==> config.mk <==
export PLATFORM = sky130hd
export DESIGN_NAME = pre_if_stage_flat
export DESIGN_NICKNAME = d
export VERILOG_FILES = /design/src/rtl/pre_if_stage_pkg.sv /design/src/rtl/pre_if_stage_if.sv /design/src/rtl/pre_if_stage_redirect_sel.sv /design/src/rtl/pre_if_stage.sv /design/src/flat_wrapper.sv
export SDC_FILE = /design/constraint.sdc
export NUM_CORES = 1
export LEC_CHECK = 0
export CAP_MARGIN = 20
export CORE_MARGIN = 4
export CORE_UTILIZATION = 37
export DETAILED_ROUTE_END_ITERATION = 10
export HOLD_SLACK_MARGIN = 0.12
export PLACE_DENSITY_LB_ADDON = 0.08
export SYNTH_ARGS = -nofsm -noshare
export SYNTH_HDL_FRONTEND = slang
export SYNTH_SLANG_ARGS = --single-unit
export TNS_END_PERCENT = 10
==> constraint.sdc <==
create_clock -name clk -period 5.76 [get_ports clk]
set_input_delay 1.152 -clock clk [delete_from_list [all_inputs] [get_ports clk]]
set_output_delay 1.152 -clock clk [all_outputs]
set_load 0.01 [all_outputs]
==> src/rtl/pre_if_stage_pkg.sv <==
// Shared widths, reset PC, state encoding and PC helpers for the pre-IF stage.
package pre_if_stage_pkg;

  localparam int BR_BUS_WD        = 33;
  localparam int PFS_TO_FS_BUS_WD = 34;
  localparam logic [31:0] DEFAULT_RESET_PC = 32'h1c00_0000;

  typedef enum logic [1:0] {
    S_IDLE = 2'd0,
    S_REQ  = 2'd1,
    S_HALT = 2'd2
  } pfs_state_e;

  function automatic logic [31:0] next_pc(input logic [31:0] pc);
    return pc + 32'd4;
  endfunction

  function automatic logic word_aligned(input logic [31:0] pc);
    return (pc[1:0] == 2'b00);
  endfunction

endpackage

==> src/rtl/pre_if_stage_if.sv <==
// SRAM-like instruction fetch bus (request/address-accept half).
interface pre_if_stage_if;
  logic        req;
  logic        wr;
  logic [1:0]  size;
  logic [3:0]  wstrb;
  logic [31:0] addr;
  logic [31:0] wdata;
  logic        addr_ok;

  modport master (output req, wr, size, wstrb, addr, wdata, input addr_ok);
  modport slave  (input req, wr, size, wstrb, addr, wdata, output addr_ok);
endinterface

==> src/rtl/pre_if_stage_redirect_sel.sv <==
// Priority mux for fetch redirects: exception > ertn > branch.
module pfs_redirect_sel
  import pre_if_stage_pkg::*;
(
  input  logic [BR_BUS_WD-1:0] br_bus,
  input  logic                 ertn_flush,
  input  logic [31:0]          csr_era,
  input  logic                 wb_ex,
  input  logic [31:0]          ex_entry,
  output logic                 redir,
  output logic [31:0]          redir_target
);

  // Select the highest-priority redirect target
  always_comb begin
    redir = wb_ex | ertn_flush | br_bus[BR_BUS_WD-1];
    if (wb_ex) begin
      redir_target = ex_entry;
    end else if (ertn_flush) begin
      redir_target = csr_era;
    end else if (br_bus[BR_BUS_WD-1]) begin
      redir_target = br_bus[31:0];
    end else begin
      redir_target = 32'h0000_0000;
    end
  end

endmodule

==> src/rtl/pre_if_stage.sv <==
// Pre-IF stage: owns the fetch PC, issues fetch requests and hands accepted
// addresses to IF through a one-entry buffer, tagging wrong-path fetches.
module pre_if_stage
  import pre_if_stage_pkg::*;
#(
  parameter logic [31:0] RESET_PC = DEFAULT_RESET_PC
) (
  input  logic                        clk,
  input  logic                        reset,
  input  logic                        fs_allowin,
  input  logic [BR_BUS_WD-1:0]        br_bus,
  input  logic                        ertn_flush,
  input  logic [31:0]                 csr_era,
  input  logic                        wb_ex,
  input  logic [31:0]                 ex_entry,
  pre_if_stage_if.master              inst_sram,
  output logic                        pfs_to_fs_valid,
  output logic [PFS_TO_FS_BUS_WD-1:0] pfs_to_fs_bus
);

  logic        redir_s;
  logic [31:0] redir_target_s;
  logic        ob_free_s;
  logic        launch_s;
  logic        aligned_s;
  logic [31:0] fetch_addr_s;
  logic        req_s;
  logic [31:0] addr_s;

  pfs_state_e  state_r;
  logic [31:0] npc_r;
  logic [31:0] req_pc_r;
  logic        cancel_pend_r;
  logic        ob_valid_r;
  logic        ob_cancel_r;
  logic        ob_adef_r;
  logic [31:0] ob_pc_r;

  pfs_redirect_sel u_redirect_sel (
    .br_bus       (br_bus),
    .ertn_flush   (ertn_flush),
    .csr_era      (csr_era),
    .wb_ex        (wb_ex),
    .ex_entry     (ex_entry),
    .redir        (redir_s),
    .redir_target (redir_target_s)
  );

  // Launching only into a free slot keeps the buffer empty at every handshake
  assign ob_free_s    = ~ob_valid_r | fs_allowin;
  assign launch_s     = ob_free_s & ~reset;
  assign fetch_addr_s = redir_s ? redir_target_s : npc_r;
  assign aligned_s    = word_aligned(fetch_addr_s);

  // Request/address drive; a pending request is held until accepted
  always_comb begin
    req_s  = 1'b0;
    addr_s = req_pc_r;
    case (state_r)
      S_IDLE: begin
        req_s  = launch_s & aligned_s;
        addr_s = fetch_addr_s;
      end
      S_REQ: begin
        req_s  = ~reset;
        addr_s = req_pc_r;
      end
      S_HALT: begin
        req_s  = 1'b0;
        addr_s = npc_r;
      end
      default: begin
        req_s  = 1'b0;
        addr_s = req_pc_r;
      end
    endcase
  end

  assign inst_sram.req   = req_s;
  assign inst_sram.addr  = addr_s;
  assign inst_sram.wr    = 1'b0;
  assign inst_sram.size  = 2'b10;
  assign inst_sram.wstrb = 4'b0000;
  assign inst_sram.wdata = 32'h0000_0000;

  assign pfs_to_fs_valid = ob_valid_r & ~reset;
  assign pfs_to_fs_bus   = {ob_cancel_r | redir_s, ob_adef_r, ob_pc_r};

  // Fetch FSM, next-PC tracking and output buffer
  always_ff @(posedge clk) begin
    if (reset) begin
      state_r       <= S_IDLE;
      npc_r         <= RESET_PC;
      req_pc_r      <= RESET_PC;
      cancel_pend_r <= 1'b0;
      ob_valid_r    <= 1'b0;
      ob_cancel_r   <= 1'b0;
      ob_adef_r     <= 1'b0;
      ob_pc_r       <= 32'h0000_0000;
    end else begin
      if (ob_valid_r && fs_allowin) begin
        ob_valid_r <= 1'b0;
      end else if (ob_valid_r && redir_s) begin
        ob_cancel_r <= 1'b1;
      end else begin
        ob_valid_r <= ob_valid_r;
      end

      case (state_r)
        S_IDLE: begin
          // A redirect that cannot launch now is remembered for the next try
          if (redir_s) begin
            npc_r <= redir_target_s;
          end
          if (launch_s) begin
            if (aligned_s) begin
              if (inst_sram.addr_ok) begin
                ob_valid_r  <= 1'b1;
                ob_cancel_r <= 1'b0;
                ob_adef_r   <= 1'b0;
                ob_pc_r     <= fetch_addr_s;
                npc_r       <= next_pc(fetch_addr_s);
              end else begin
                req_pc_r <= fetch_addr_s;
                state_r  <= S_REQ;
              end
            end else begin
              ob_valid_r  <= 1'b1;
              ob_cancel_r <= 1'b0;
              ob_adef_r   <= 1'b1;
              ob_pc_r     <= fetch_addr_s;
              state_r     <= S_HALT;
            end
          end
        end
        S_REQ: begin
          if (redir_s) begin
            npc_r         <= redir_target_s;
            cancel_pend_r <= 1'b1;
          end
          if (inst_sram.addr_ok) begin
            ob_valid_r    <= 1'b1;
            ob_cancel_r   <= cancel_pend_r | redir_s;
            ob_adef_r     <= 1'b0;
            ob_pc_r       <= req_pc_r;
            cancel_pend_r <= 1'b0;
            state_r       <= S_IDLE;
            if (!(cancel_pend_r || redir_s)) begin
              npc_r <= next_pc(req_pc_r);
            end
          end
        end
        S_HALT: begin
          if (redir_s) begin
            npc_r   <= redir_target_s;
            state_r <= S_IDLE;
          end
        end
        default: begin
          state_r <= S_IDLE;
        end
      endcase
    end
  end

endmodule

==> src/flat_wrapper.sv <==
// flat-port wrapper written by rule: the top's interface ports become plain ports
module pre_if_stage_flat import pre_if_stage_pkg::*;
#(
  parameter logic [31:0] RESET_PC = DEFAULT_RESET_PC
)
  (clk, reset, fs_allowin, br_bus, ertn_flush, csr_era, wb_ex, ex_entry, pfs_to_fs_valid, pfs_to_fs_bus, inst_sram_req, inst_sram_wr, inst_sram_size, inst_sram_wstrb, inst_sram_addr, inst_sram_wdata, inst_sram_addr_ok);
  pre_if_stage_if inst_sram_i ();
  input  logic clk;
  input  logic reset;
  input  logic fs_allowin;
  input  logic [BR_BUS_WD-1:0] br_bus;
  input  logic ertn_flush;
  input  logic [31:0] csr_era;
  input  logic wb_ex;
  input  logic [31:0] ex_entry;
  output logic pfs_to_fs_valid;
  output logic [PFS_TO_FS_BUS_WD-1:0] pfs_to_fs_bus;
  output wire logic [$bits(inst_sram_i.req)-1:0] inst_sram_req;
  output wire logic [$bits(inst_sram_i.wr)-1:0] inst_sram_wr;
  output wire logic [$bits(inst_sram_i.size)-1:0] inst_sram_size;
  output wire logic [$bits(inst_sram_i.wstrb)-1:0] inst_sram_wstrb;
  output wire logic [$bits(inst_sram_i.addr)-1:0] inst_sram_addr;
  output wire logic [$bits(inst_sram_i.wdata)-1:0] inst_sram_wdata;
  input wire logic [$bits(inst_sram_i.addr_ok)-1:0] inst_sram_addr_ok;
  assign inst_sram_req = inst_sram_i.req;
  assign inst_sram_wr = inst_sram_i.wr;
  assign inst_sram_size = inst_sram_i.size;
  assign inst_sram_wstrb = inst_sram_i.wstrb;
  assign inst_sram_addr = inst_sram_i.addr;
  assign inst_sram_wdata = inst_sram_i.wdata;
  assign inst_sram_i.addr_ok = inst_sram_addr_ok;
  pre_if_stage #(.RESET_PC(RESET_PC)) u_core (.clk(clk), .reset(reset), .fs_allowin(fs_allowin), .br_bus(br_bus), .ertn_flush(ertn_flush), .csr_era(csr_era), .wb_ex(wb_ex), .ex_entry(ex_entry), .inst_sram(inst_sram_i), .pfs_to_fs_valid(pfs_to_fs_valid), .pfs_to_fs_bus(pfs_to_fs_bus));
endmodule
* Word level (Yosys, flattened, before mapping) *
Index checks and enable logic that the tools add are counted.

storage, ports and cells
  memories kept = 0
  output and inout port bits = 107
  memory bits (read-only) = 0
  RAM bits = 0
  register bits after elaboration = 102
  latch bits = 0
  logic and storage cells = 82

operators by class
  multiply operators = 0
  shift operators = 0
  divide/modulo/power cells = 0
  reduce and logical (&&, ||, !) cells = 13
  equal/unequal tests = 7
  add/subtract/negate cells = 2
  bitwise gates (word level) = 11
  order comparisons = 0
  mux-type cells = 41

operator list
  operator                 count
  $mux W32                 13
  $pmux W32 S2             2
  $pmux W32 S3             1
  $add A32 B3 Y32 const B  2
  $mux W1                  15
  $reduce_and A4 Y1        3
  $mux W2                  5
  $pmux W1 S2              4
  $ne A3 B3 Y1 const B     2
  $pmux W2 S3              1
  $or A1 B1 Y1             5
  $logic_not A2 Y1         2
  $ne A2 B1 Y1 const B     2
  $reduce_and A2 Y1        2
  $reduce_bool A2 Y1       2
  $and A1 B1 Y1            3
  $not A1 Y1               3
  $reduce_bool A3 Y1       1
  $eq A2 B1 Y1 const B     1
  $eq A2 B2 Y1 const B     1
  $logic_and A1 B1 Y1      2
  $ne A2 B2 Y1 const B     1
  $logic_or A1 B1 Y1       1

* Depth between registers and ports, before layout *
Gate-level depths: netlist (run 1).

  depth in word-level cells = 9
  depth in mapped cells = 13
  depth with buffers taken out = 10

* Modules after synthesis *
A second synthesis (run 1) with hierarchy kept.

unflattened totals
  cell total of the unflattened synthesis = 1079
  area, all modules = 7842.5 µm²

by module, submodules not included
  module            sequential area each (µm²)  cells each  instances  area each (µm²)
  pre_if_stage      2042.0                      932         1          6931.6
  pfs_redirect_sel  0.0                         147         1          910.9

* Worst setup path after synthesis (run 1) *
Ideal clock, no wire load.

  path type = input-to-output
  start = in wb_ex
  end = out inst_sram_addr[30]
  arrival = 2.914 ns
  path buffers = 5
  slack = 1.694 ns
  stages on the path = 8
  data required time = 4.608 ns
  cell sequence = buf_4 buf_4 buf_2 buf_2 clkbuf_1 nor2_1 a221oi_1 o21ai_0

on the way
  longest elaborated chain between the ends = 4
  elaborated cells on any way between the ends = 5
  those cells by class = mux: 3; bitwise: 2

ends and longest elaborated chain
  element                    line                             source
  from (decl)                flat_wrapper.sv:14               input logic wb_ex;
  $or A1 B1 Y1 (2 in a row)  pre_if_stage_redirect_sel.sv:16  redir = wb_ex | ertn_flush | br_bus[BR_BUS_WD-1];
  $mux W32 *                 n/a
  $pmux W32 S2 *             pre_if_stage.sv:59               case (state_r)
  to (decl)                  flat_wrapper.sv:22               output wire logic [$bits(inst_sram_i.addr)-1:0] inst_sram_addr;

Every way passes the cells marked *; elsewhere a longest branch is shown, timed or not.

* Worst setup path after layout (run 1) *
  start = in br_bus[32]
  end = out inst_sram_req

on the way
  longest elaborated chain between the ends = 7
  elaborated cells on any way between the ends = 8
  those cells by class = mux: 5; bitwise: 2; reduce/logical: 1

ends and longest elaborated chain
  element             line                             source
  from (decl)         flat_wrapper.sv:11               input logic [BR_BUS_WD-1:0] br_bus;
  $mux W32            pre_if_stage_redirect_sel.sv:21  end else if (br_bus[BR_BUS_WD-1]) begin
  $mux W32            pre_if_stage_redirect_sel.sv:19  end else if (ertn_flush) begin
  $mux W32            pre_if_stage_redirect_sel.sv:17  if (wb_ex) begin
  $mux W32 *          n/a
  $logic_not A2 Y1 *  pre_if_stage_pkg.sv:19           return (pc[1:0] == 2'b00);
  $and A1 B1 Y1 *     pre_if_stage.sv:61               req_s = launch_s & aligned_s;
  $pmux W1 S2 *       pre_if_stage.sv:59
  to (decl)           flat_wrapper.sv:18               output wire logic [$bits(inst_sram_i.req)-1:0] inst_sram_req;

Marked as above.

==> results.json, run 1 <==
{
  "synth_top_area_share": 0.2609,
  "grt_pass1_vias": 8296,
  "drt_pass1_iterations": 5,
  "crit_fanout": 10,
  "synth.area.top_cells": "dfxtp_1 26%, nor2_1 7.1%, a21oi_1 6.5%",
  "finalWeightedCongestion": 0.9238,
  "finalMaxSlewViolations": 0,
  "antenna_cells": 0,
  "drtAntennaViolNets": 0,
  "yosys_warnings": 0,
  "portBuffers": 170,
  "timing.rr.start": "u_core.state_r[0]",
  "postCtsHoldBufs": 0,
  "grtUsageMet2": 0.4203,
  "design.core.area_um2": 20490,
  "numCtsBuffers": 9,
  "path_clk_slew_ns": 0.07,
  "rrSetupSlack_ns": 2.54,
  "cp-endpoint": "inst_sram_req",
  "globalRouteMet3Util": 0.04750,
  "ys_types": 80,
  "antenna_found_initial": 0,
  "synth-seq-cells": 102,
  "post-cts-setup-buffers": 0,
  "use_met1": 0.3489,
  "clk_path_buf_depth": 2,
  "rows": 52,
  "vdd_drop_max_mv": 0.2894,
  "r2r_cells": 7,
  "dp_slack_ns": 0.7323,
  "synth_area_um2": 7828,
  "drt_iter0_drc": 762,
  "syn_avg_cell_area_um2": 7.350,
  "path_depth": 9,
  "rsz0062_at_grt": "false",
  "final_common_cell": "clkdlybuf4s50_1",
  "max_slew.worst_pin.slew_ns": 1.053,
  "syn_to_final_growth_pct": 26.63,
  "synthCells": 1065,
  "async_reset_ff_frac": 0,
  "synth-edff-count": 0,
  "fin_crit_sh": 0.8744,
  "finalSetupViolCount": 0,
  "grt_pass1_wl_mm": 48.58,
  "outcome": "finished clean",
  "crit_path_end_kind": "primary output",
  "ys.flop_type": "dfxtp_1",
  "crit_chain": "clkdlybuf4s50_1, buf_4, nand3b_1, a2bb2oi_1, a21o_1, nor2_1, a31oi_1, nor2_1, clkdlybuf4s50_1",
  "ctsHtreeMaxLevel": 3,
  "finalCriticalPeriod_ns": 5.037,
  "setup_slack_ns": 0.7232,
  "r2r-end": "u_core.npc_r[9]",
  "cellPowerDensity_nw_per_um2": 293.3,
  "clock.fmax_mhz": 198.5,
  "hold_depth": 2,
  "p_leak_nw": 3.620,
  "fin_skew_ns": 0.007140,
  "drc": 0,
  "crit_path_start_kind": "input pin",
  "die_h_um": 153.5,
  "drive_above_1_share": 0.07705,
  "grt.busiest_layer": "met2",
  "die_area_um2": 23550,
  "wl_per_cell_um": 21.53,
  "multiInputGateArea_um2": 5204,
  "startpoint": "br_bus[32]",
  "maxCapViolations": 0,
  "worstHoldPathType": "reg -> reg",
  "chipWidth_um": 153.5,
  "drt_wl_total_mm": 31.53,
  "cts_sinks": 102,
  "seq_area_um2": 2042,
  "cpMaxStageDelayCell": "clkdlybuf4s50_1",
  "worstPathRequired_ns": 4.61,
  "initial_core_util": 0.3819,
  "seq_area_frac_synth": 0.2609,
  "cts_root_buf": "clkbuf_16",
  "ios": 210,
  "report.final.hold_viol_count": 0,
  "worstPathArrival_ns": 3.88,
  "fin_nets": 1299,
  "dp_hpwl_mm": 22.67,
  "grt_max_degree": 89,
  "crit_path_max_incr_delay_ns": 0.84,
  "final_cell_mix": "167 x clkdlybuf4s50_1, 147 x nor2_1, 102 x dfxtp_1",
  "viasPerCell": 5.838,
  "fin_tns_setup_ns": 0,
  "gr-total-overflow": 0,
  "cts-resized-gates": 0,
  "clock_latency_ns": 0.37,
  "crit_family": "buffers and inverters",
  "vias": 8547,
  "cp_num_buf_inv": 3,
  "grt.total_usage": 0.2582,
  "yosysTopAreaCell": "dfxtp_1",
  "nFillCells": 2136,
  "slew-limit-headroom": 0.2953,
  "path_class": "in -> out",
  "cts_tree": "yes"
}
through the flow:
step / cells / instance area (µm²) / utilization / hold WS [ns] / total power, mW
after floorplan: 1102 / 7966 / - / 0.4661 / 1.650
after global placement: 1449 / 9600 / 0.4684 / 0.4662 / 2.224
after detailed placement: 1449 / 9600 / 0.4684 / 0.4724 / 2.227
after CTS: 1464 / 9912 / 0.4836 / 0.4897 / 2.913
after global routing: 1464 / 9912 / 0.4836 / 0.5142 / 3.063
final: 1464 / 9912 / 0.4836 / 0.4853 / 2.908
worst min-delay path, stage by stage (launching register included):
cell	delay, ns
dfxtp_1	0.33
a21oi_1	0.06
nor2_1	0.07
per-layer routing:
layer	vias to the layer above	routed length (µm)
li1	4050	-
met5	-	0
met1	4051	13900
met4	0	837
met2	399	14350
met3	47	2440
Yosys cell counts, drive strengths merged (22+ instances only):
master    n
nor3     29
clkbuf   62
dfxtp   102
xnor2    32
mux2i    22
a211oi   25
a21oi   102
nand2    83
nor2    148
a22oi    50
nand3    25
buf      68
o21ai    79
kinds of logic (layout without fill, tap and decap cells):
kind of cell               after synthesis  after routing  synth area share
DFF                                    102            102            0.2609
xor gates and xnor gates                46             46           0.05147
other                                    2             39         0.0009594
buffers and inverters                  144            236           0.09671
muxes                                   23             23           0.02957
AOI/OAI and AO/OA                      367            367            0.3120
and+or+nand+nor                        375            375            0.2388
adders and majority gates                6              6          0.009591
area by class of cell:
type                       count  area share
clock inverter                 5    0.008331
tap                          270     0.03408
clock buffer                  10     0.02310
sequential                   102      0.2060
multi-input combinational    856      0.5250
timing repair buffer         207      0.1982
inverter                      14    0.005302
flip-flops by register name, summed over array words and instances, names as in the netlist:
register              cells
u_core.ob_valid_r         1
u_core.npc_r             32
u_core.state_r            2
u_core.ob_cancel_r        1
u_core.ob_adef_r          1
u_core.ob_pc_r           32
u_core.cancel_pend_r      1
u_core.req_pc_r          32
power by group:
part / switching [mW] / internal, mW
Sequential: 0.103 / 0.813
Combinational: 0.751 / 0.554
Clock: 0.304 / 0.382
Total: 1.16 / 1.75
worst min path at each step:
stage / start / endpoint / slack [ns]
6_report: u_core.ob_pc_r[6] / u_core.ob_pc_r[6] / 0.49
3_5_place_dp: u_core.ob_pc_r[6] / u_core.ob_pc_r[6] / 0.47
5_1_grt: u_core.ob_pc_r[6] / u_core.ob_pc_r[6] / 0.51
3_3_place_gp: u_core.ob_pc_r[4] / u_core.ob_pc_r[4] / 0.47
4_1_cts: u_core.ob_pc_r[6] / u_core.ob_pc_r[6] / 0.49
2_1_floorplan: u_core.npc_r[11] / u_core.npc_r[11] / 0.47
Power figures use the tool's default switching activity.
==> run 2: changes to the inputs <==
--- a/config.mk
+++ b/config.mk
@@ -7,7 +7,7 @@
 export LEC_CHECK = 0
 export CAP_MARGIN = 20
 export CORE_MARGIN = 4
-export CORE_UTILIZATION = 37
+export CORE_UTILIZATION = 54
 export DETAILED_ROUTE_END_ITERATION = 10
 export HOLD_SLACK_MARGIN = 0.12
 export PLACE_DENSITY_LB_ADDON = 0.08
==> run 2 against run 1 <==
  * Power shrank 2.8%
  * Wire length shrank 12%
  * Clock power shrank 8.7%
  * Largest cell class unchanged
  * Largest power group unchanged
  * Highest routed layer unchanged
==> results.json, run 2 (same netlist as run 1, synthesis figures left out) <==
{
  "crit_path_max_incr_delay_ns": 0.90,
  "viasPerCell": 6.333,
  "cts_tree": "yes",
  "report.final.hold_viol_count": 0,
  "crit_path_end_kind": "primary output",
  "reg_top3": "u_core.npc_r (32), u_core.ob_pc_r (32), u_core.req_pc_r (32)",
  "cpMaxStageDelayCell": "clkdlybuf4s50_1",
  "fin_tns_setup_ns": 0,
  "finalMaxSlewViolations": 0,
  "portBuffers": 170,
  "drt_wl_total_mm": 27.81,
  "cts_sinks": 102,
  "fin_crit_sh": 0.8865,
  "path_class": "in -> out",
  "post-route-util": 0.6959,
  "clock.fmax_mhz": 195.8,
  "dp_cells": 1358,
  "final_cell_mix": "167 x clkdlybuf4s50_1, 147 x nor2_1, 102 x dfxtp_1",
  "finalWeightedCongestion": 0.9980,
  "outcome": "finished clean",
  "crit_chain": "clkdlybuf4s50_1, buf_4, nand3b_1, a2bb2oi_1, a21o_1, nor2_1, a31oi_1, nor2_1, clkdlybuf4s50_1",
  "cts_root_buf": "clkbuf_16",
  "grt_pass1_vias": 8140,
  "antenna_cells": 0,
  "antenna_found_initial": 0,
  "grt.total_usage": 0.3218,
  "postCtsHoldBufs": 0,
  "drtAntennaViolNets": 0,
  "ctsHtreeMaxLevel": 3,
  "clock_latency_ns": 0.36,
  "startpoint": "br_bus[32]",
  "rsz0062_at_grt": "false",
  "multiInputGateArea_um2": 5199,
  "drt_iter0_drc": 916,
  "finalSetupViolCount": 0,
  "rows": 43,
  "drc": 0,
  "nFillCells": 1231,
  "max_slew.worst_pin.slew_ns": 1.019,
  "seq_area_um2": 2042,
  "vdd_drop_max_mv": 0.2533,
  "fin_nets": 1298,
  "final_common_cell": "clkdlybuf4s50_1",
  "maxCapViolations": 0,
  "finalCriticalPeriod_ns": 5.107,
  "fin_skew_ns": 0.009631,
  "layout.cells.non_filler": 1374,
  "worstHoldPathType": "reg -> reg",
  "post-cts-setup-buffers": 0,
  "timing.rr.start": "u_core.state_r[1]",
  "setup_slack_ns": 0.6535,
  "drive_above_1_share": 0.07789,
  "gr-total-overflow": 0,
  "chipWidth_um": 128.4,
  "numCtsBuffers": 9,
  "cts-resized-gates": 0,
  "holdWs_ns": 0.4836,
  "slew-limit-headroom": 0.3179,
  "path_clk_slew_ns": 0.07,
  "worstPathArrival_ns": 3.95,
  "p_leak_nw": 3.611,
  "grt_max_degree": 65,
  "initial_core_util": 0.5574,
  "crit_fanout": 16,
  "syn_to_final_growth_pct": 24.84,
  "grt_pass1_wl_mm": 42.16,
  "dp_slack_ns": 0.6976,
  "worstPathRequired_ns": 4.61,
  "crit_path_start_kind": "input pin",
  "ios": 210,
  "wl_per_cell_um": 20.24,
  "cellPowerDensity_nw_per_um2": 289.2,
  "dp_hpwl_mm": 20.34,
  "die_area_um2": 16490,
  "design.core.area_um2": 14040,
  "vias": 8701,
  "drt_pass1_iterations": 6,
  "die_h_um": 128.4,
  "hold_start": "u_core.ob_pc_r[31]",
  "clk_path_buf_depth": 2
}
-- run 2: area by class of cell --
class	count	area share
clock buffer	9	0.02305
clock inverter	7	0.007298
inverter	14	0.005378
multi-input combinational	856	0.5320
sequential	102	0.2090
tap	180	0.02305
timing repair buffer	206	0.2003
-- run 2: final timing paths --
kind | cells after the start | slack [ns] | end
worst max-delay path | 9 | 0.65 | inst_sram_req
worst min register to register | 2 | 0.48 | u_core.ob_pc_r[31]
worst max register to register | 8 | 2.73 | u_core.ob_pc_r[27]
worst min-delay path | 2 | 0.48 | u_core.ob_pc_r[31]
-- run 2: power breakdown --
group          internal (mW)  switching, mW
Clock                  0.339          0.287
Combinational          0.553          0.717
Sequential             0.813          0.117
Total                   1.71           1.12
-- run 2: worst max-delay path: cells and delay by family --
family                 cells  cell delay [ns]
buffers and inverters      3             1.68
AO/OA/AOI/OAI              3             0.85
AND/OR/NAND/NOR            3             0.28
-- run 2: layer usage --
metal | global-route usage | vias up | wire [µm]
li1 | - | 4057 | -
met1 | 0.3698 | 4065 | 10290
met2 | 0.5691 | 474 | 13960
met3 | 0.05853 | 105 | 2186
met4 | 0.1654 | 0 | 1374
met5 | 0 | - | 0
-- run 2: metrics by stage --
step	cell area, µm²	total power, mW
2_1_floorplan	7966	1.650
3_3_place_gp	9475	2.173
3_5_place_dp	9475	2.184
4_1_cts	9772	2.811
5_1_grt	9772	2.967
6_report	9772	2.826
==> run 3: changes to the inputs <==
--- a/config.mk
+++ b/config.mk
@@ -7,9 +7,11 @@
 export LEC_CHECK = 0
 export CAP_MARGIN = 20
 export CORE_MARGIN = 4
-export CORE_UTILIZATION = 54
+export CORE_UTILIZATION = 65
 export DETAILED_ROUTE_END_ITERATION = 10
+export DONT_BUFFER_PORTS = 1
 export HOLD_SLACK_MARGIN = 0.12
+export MAX_ROUTING_LAYER = met4
 export PLACE_DENSITY_LB_ADDON = 0.08
 export SYNTH_ARGS = -nofsm -noshare
 export SYNTH_HDL_FRONTEND = slang
==> run 3 against run 2 <==
  * First-iteration DRC count fell by 4.3%
  * Clock power fell by 5.6%
  * Worst setup slack improved by 1.1 ns
  * Register-to-register slack got worse by 0.35 ns
  * Wire length fell by 7.1%
  * Clock skew barely moved
  * Critical path depth fell by 5
  * Non-clock buffer count fell by 193
  * Sequential share of layout area rose by 5.1 points
  * Hold slack improved by 0.026 ns
  * Global-route usage rose by 4.7 points
  * Core utilization fell by 2.0 points
==> results.json, run 3 (same netlist as run 1, synthesis figures left out) <==
{
  "outcome": "finished clean",
  "cp-endpoint": "inst_sram_addr[30]",
  "fin_crit_sh": 0.7008,
  "crit_path_max_incr_delay_ns": 0.55,
  "crit_family": "compound AO/OA/AOI/OAI gates",
  "grt_max_degree": 90,
  "fin_nets": 1105,
  "ios": 210,
  "drive_above_1_share": 0.06494,
  "holdWs_ns": 0.5096,
  "antenna_cells": 0,
  "cellPowerDensity_nw_per_um2": 313.3,
  "finalSetupViolCount": 0,
  "finalWeightedCongestion": 0.9822,
  "chipWidth_um": 117.7,
  "die_h_um": 117.7,
  "seq_area_um2": 2042,
  "grt.total_usage": 0.3693,
  "worstPathArrival_ns": 2.88,
  "postCtsHoldBufs": 0,
  "dp_hpwl_mm": 18.64,
  "post-cts-setup-buffers": 0,
  "finalCriticalPeriod_ns": 4.036,
  "post-route-util": 0.6756,
  "fin_tns_setup_ns": 0,
  "timing.rr.start": "u_core.state_r[0]",
  "clk_path_buf_depth": 2,
  "nFillCells": 1055,
  "crit_chain": "nor3_4, buf_4, a221oi_1, o21ai_0",
  "drc": 0,
  "final_cell_area_um2": 7846,
  "cts_tree": "yes",
  "power_mw": 2.458,
  "drt_pass1_iterations": 6,
  "startpoint": "br_bus[32]",
  "numCtsBuffers": 9,
  "worstHoldPathType": "reg -> reg",
  "syn_to_final_growth_pct": 0.2398,
  "cpMaxStageDelayCell": "o21ai_0",
  "crit_fanout": 25,
  "crit_path_start_kind": "input pin",
  "ctsHtreeMaxLevel": 3,
  "antenna_found_initial": 0,
  "worstPathRequired_ns": 4.61,
  "max_slew.worst_pin.slew_ns": 0.9474,
  "clock.fmax_mhz": 247.7,
  "r2r_cells": 8,
  "design.core.area_um2": 11610,
  "vias": 7957,
  "initial_core_util": 0.6740,
  "p_leak_nw": 2.836,
  "gr-total-overflow": 0,
  "rrSetupSlack_ns": 2.38,
  "wl_per_cell_um": 22.60,
  "rsz0062_at_grt": "false",
  "path_depth": 4,
  "path_class": "in -> out",
  "portBuffers": 0,
  "grt_pass1_vias": 7537,
  "viasPerCell": 6.955,
  "die_area_um2": 13860,
  "clock_latency_ns": 0.36,
  "slew-limit-headroom": 0.3684,
  "finalMaxSlewViolations": 0,
  "final_cell_mix": "146 x nor2_1, 102 x dfxtp_1, 101 x a21oi_1",
  "cts_sinks": 102,
  "vdd_drop_max_mv": 0.3033,
  "maxCapViolations": 0,
  "grt_pass1_wl_mm": 40.39,
  "cp_num_buf_inv": 1,
  "dpl_cell_area_um2": 7570,
  "multiInputGateArea_um2": 5199,
  "report.final.hold_viol_count": 0,
  "cts_root_buf": "clkbuf_16",
  "crit_path_end_kind": "primary output",
  "cts-resized-gates": 0,
  "drt_wl_total_mm": 25.85,
  "fin_skew_ns": 0.009958,
  "path_clk_slew_ns": 0.07,
  "r2r-end": "u_core.npc_r[23]",
  "drt_iter0_drc": 877,
  "drtAntennaViolNets": 0,
  "reg_top3": "u_core.npc_r (32), u_core.ob_pc_r (32), u_core.req_pc_r (32)",
  "rows": 39,
  "final_common_cell": "nor2_1"
}
run 3: cell count changes in the layout (fill, tap and decap cells not counted), moves of 2 or more:
| cell | delta |
|---|---|
| clkdlybuf4s50_1 | -167 |
| buf_2 | -3 |
| clkbuf_1 | +2 |
| buf_4 | -23 |
| clkinv_2 | -2 |
run 3: worst min path at each step:
stage	startpoint	to	slack, ns	cells past startpoint
2_1_floorplan	u_core.npc_r[11]	u_core.npc_r[11]	0.47	2
3_3_place_gp	u_core.req_pc_r[31]	u_core.req_pc_r[31]	0.49	2
3_5_place_dp	u_core.req_pc_r[31]	u_core.req_pc_r[31]	0.50	2
4_1_cts	u_core.req_pc_r[31]	u_core.req_pc_r[31]	0.51	2
5_1_grt	u_core.req_pc_r[31]	u_core.req_pc_r[31]	0.54	2
6_report	u_core.req_pc_r[31]	u_core.req_pc_r[31]	0.51	2
run 3: routing by layer:
| layer | global-route usage | vias to the layer above | wire [µm] |
|---|---|---|---|
| met5 | - | - | 0 |
| met4 | 0.2132 | 0 | 1676 |
| met3 | 0.08409 | 116 | 2195 |
| met2 | 0.6109 | 451 | 12640 |
| met1 | 0.4093 | 3724 | 9339 |
| li1 | - | 3666 | - |
run 3: report_power, final:
part           leakage (nW)  total, mW  internal, mW  switching (mW)
Sequential            0.836      0.954         0.814           0.140
Clock                 0.133      0.591         0.307           0.283
Combinational          1.87      0.913         0.293           0.620
run 3: per-stage QoR:
stage | setup WS (ns) | std cells
CTS | 1.808 | 1144
global route | 1.645 | 1144
global placement | 1.848 | 1128
floorplan | 1.694 | 1102
detailed placement | 1.733 | 1128
finish | 1.724 | 1144
run 3: final cells by class:
type | count | share of cell area
Tap cell | 143 | 0.02280
Inverter | 14 | 0.006697
Clock inverter | 4 | 0.003827
Multi-Input combinational cell | 856 | 0.6626
Timing Repair Buffer | 13 | 0.01244
Clock buffer | 12 | 0.03141
Sequential cell | 102 | 0.2602
run 3: tightest hold or removal path: stages (launching register included):
cell and delay (ns):
dfxtp_1 0.35, nand2_1 0.07, a21oi_1 0.05
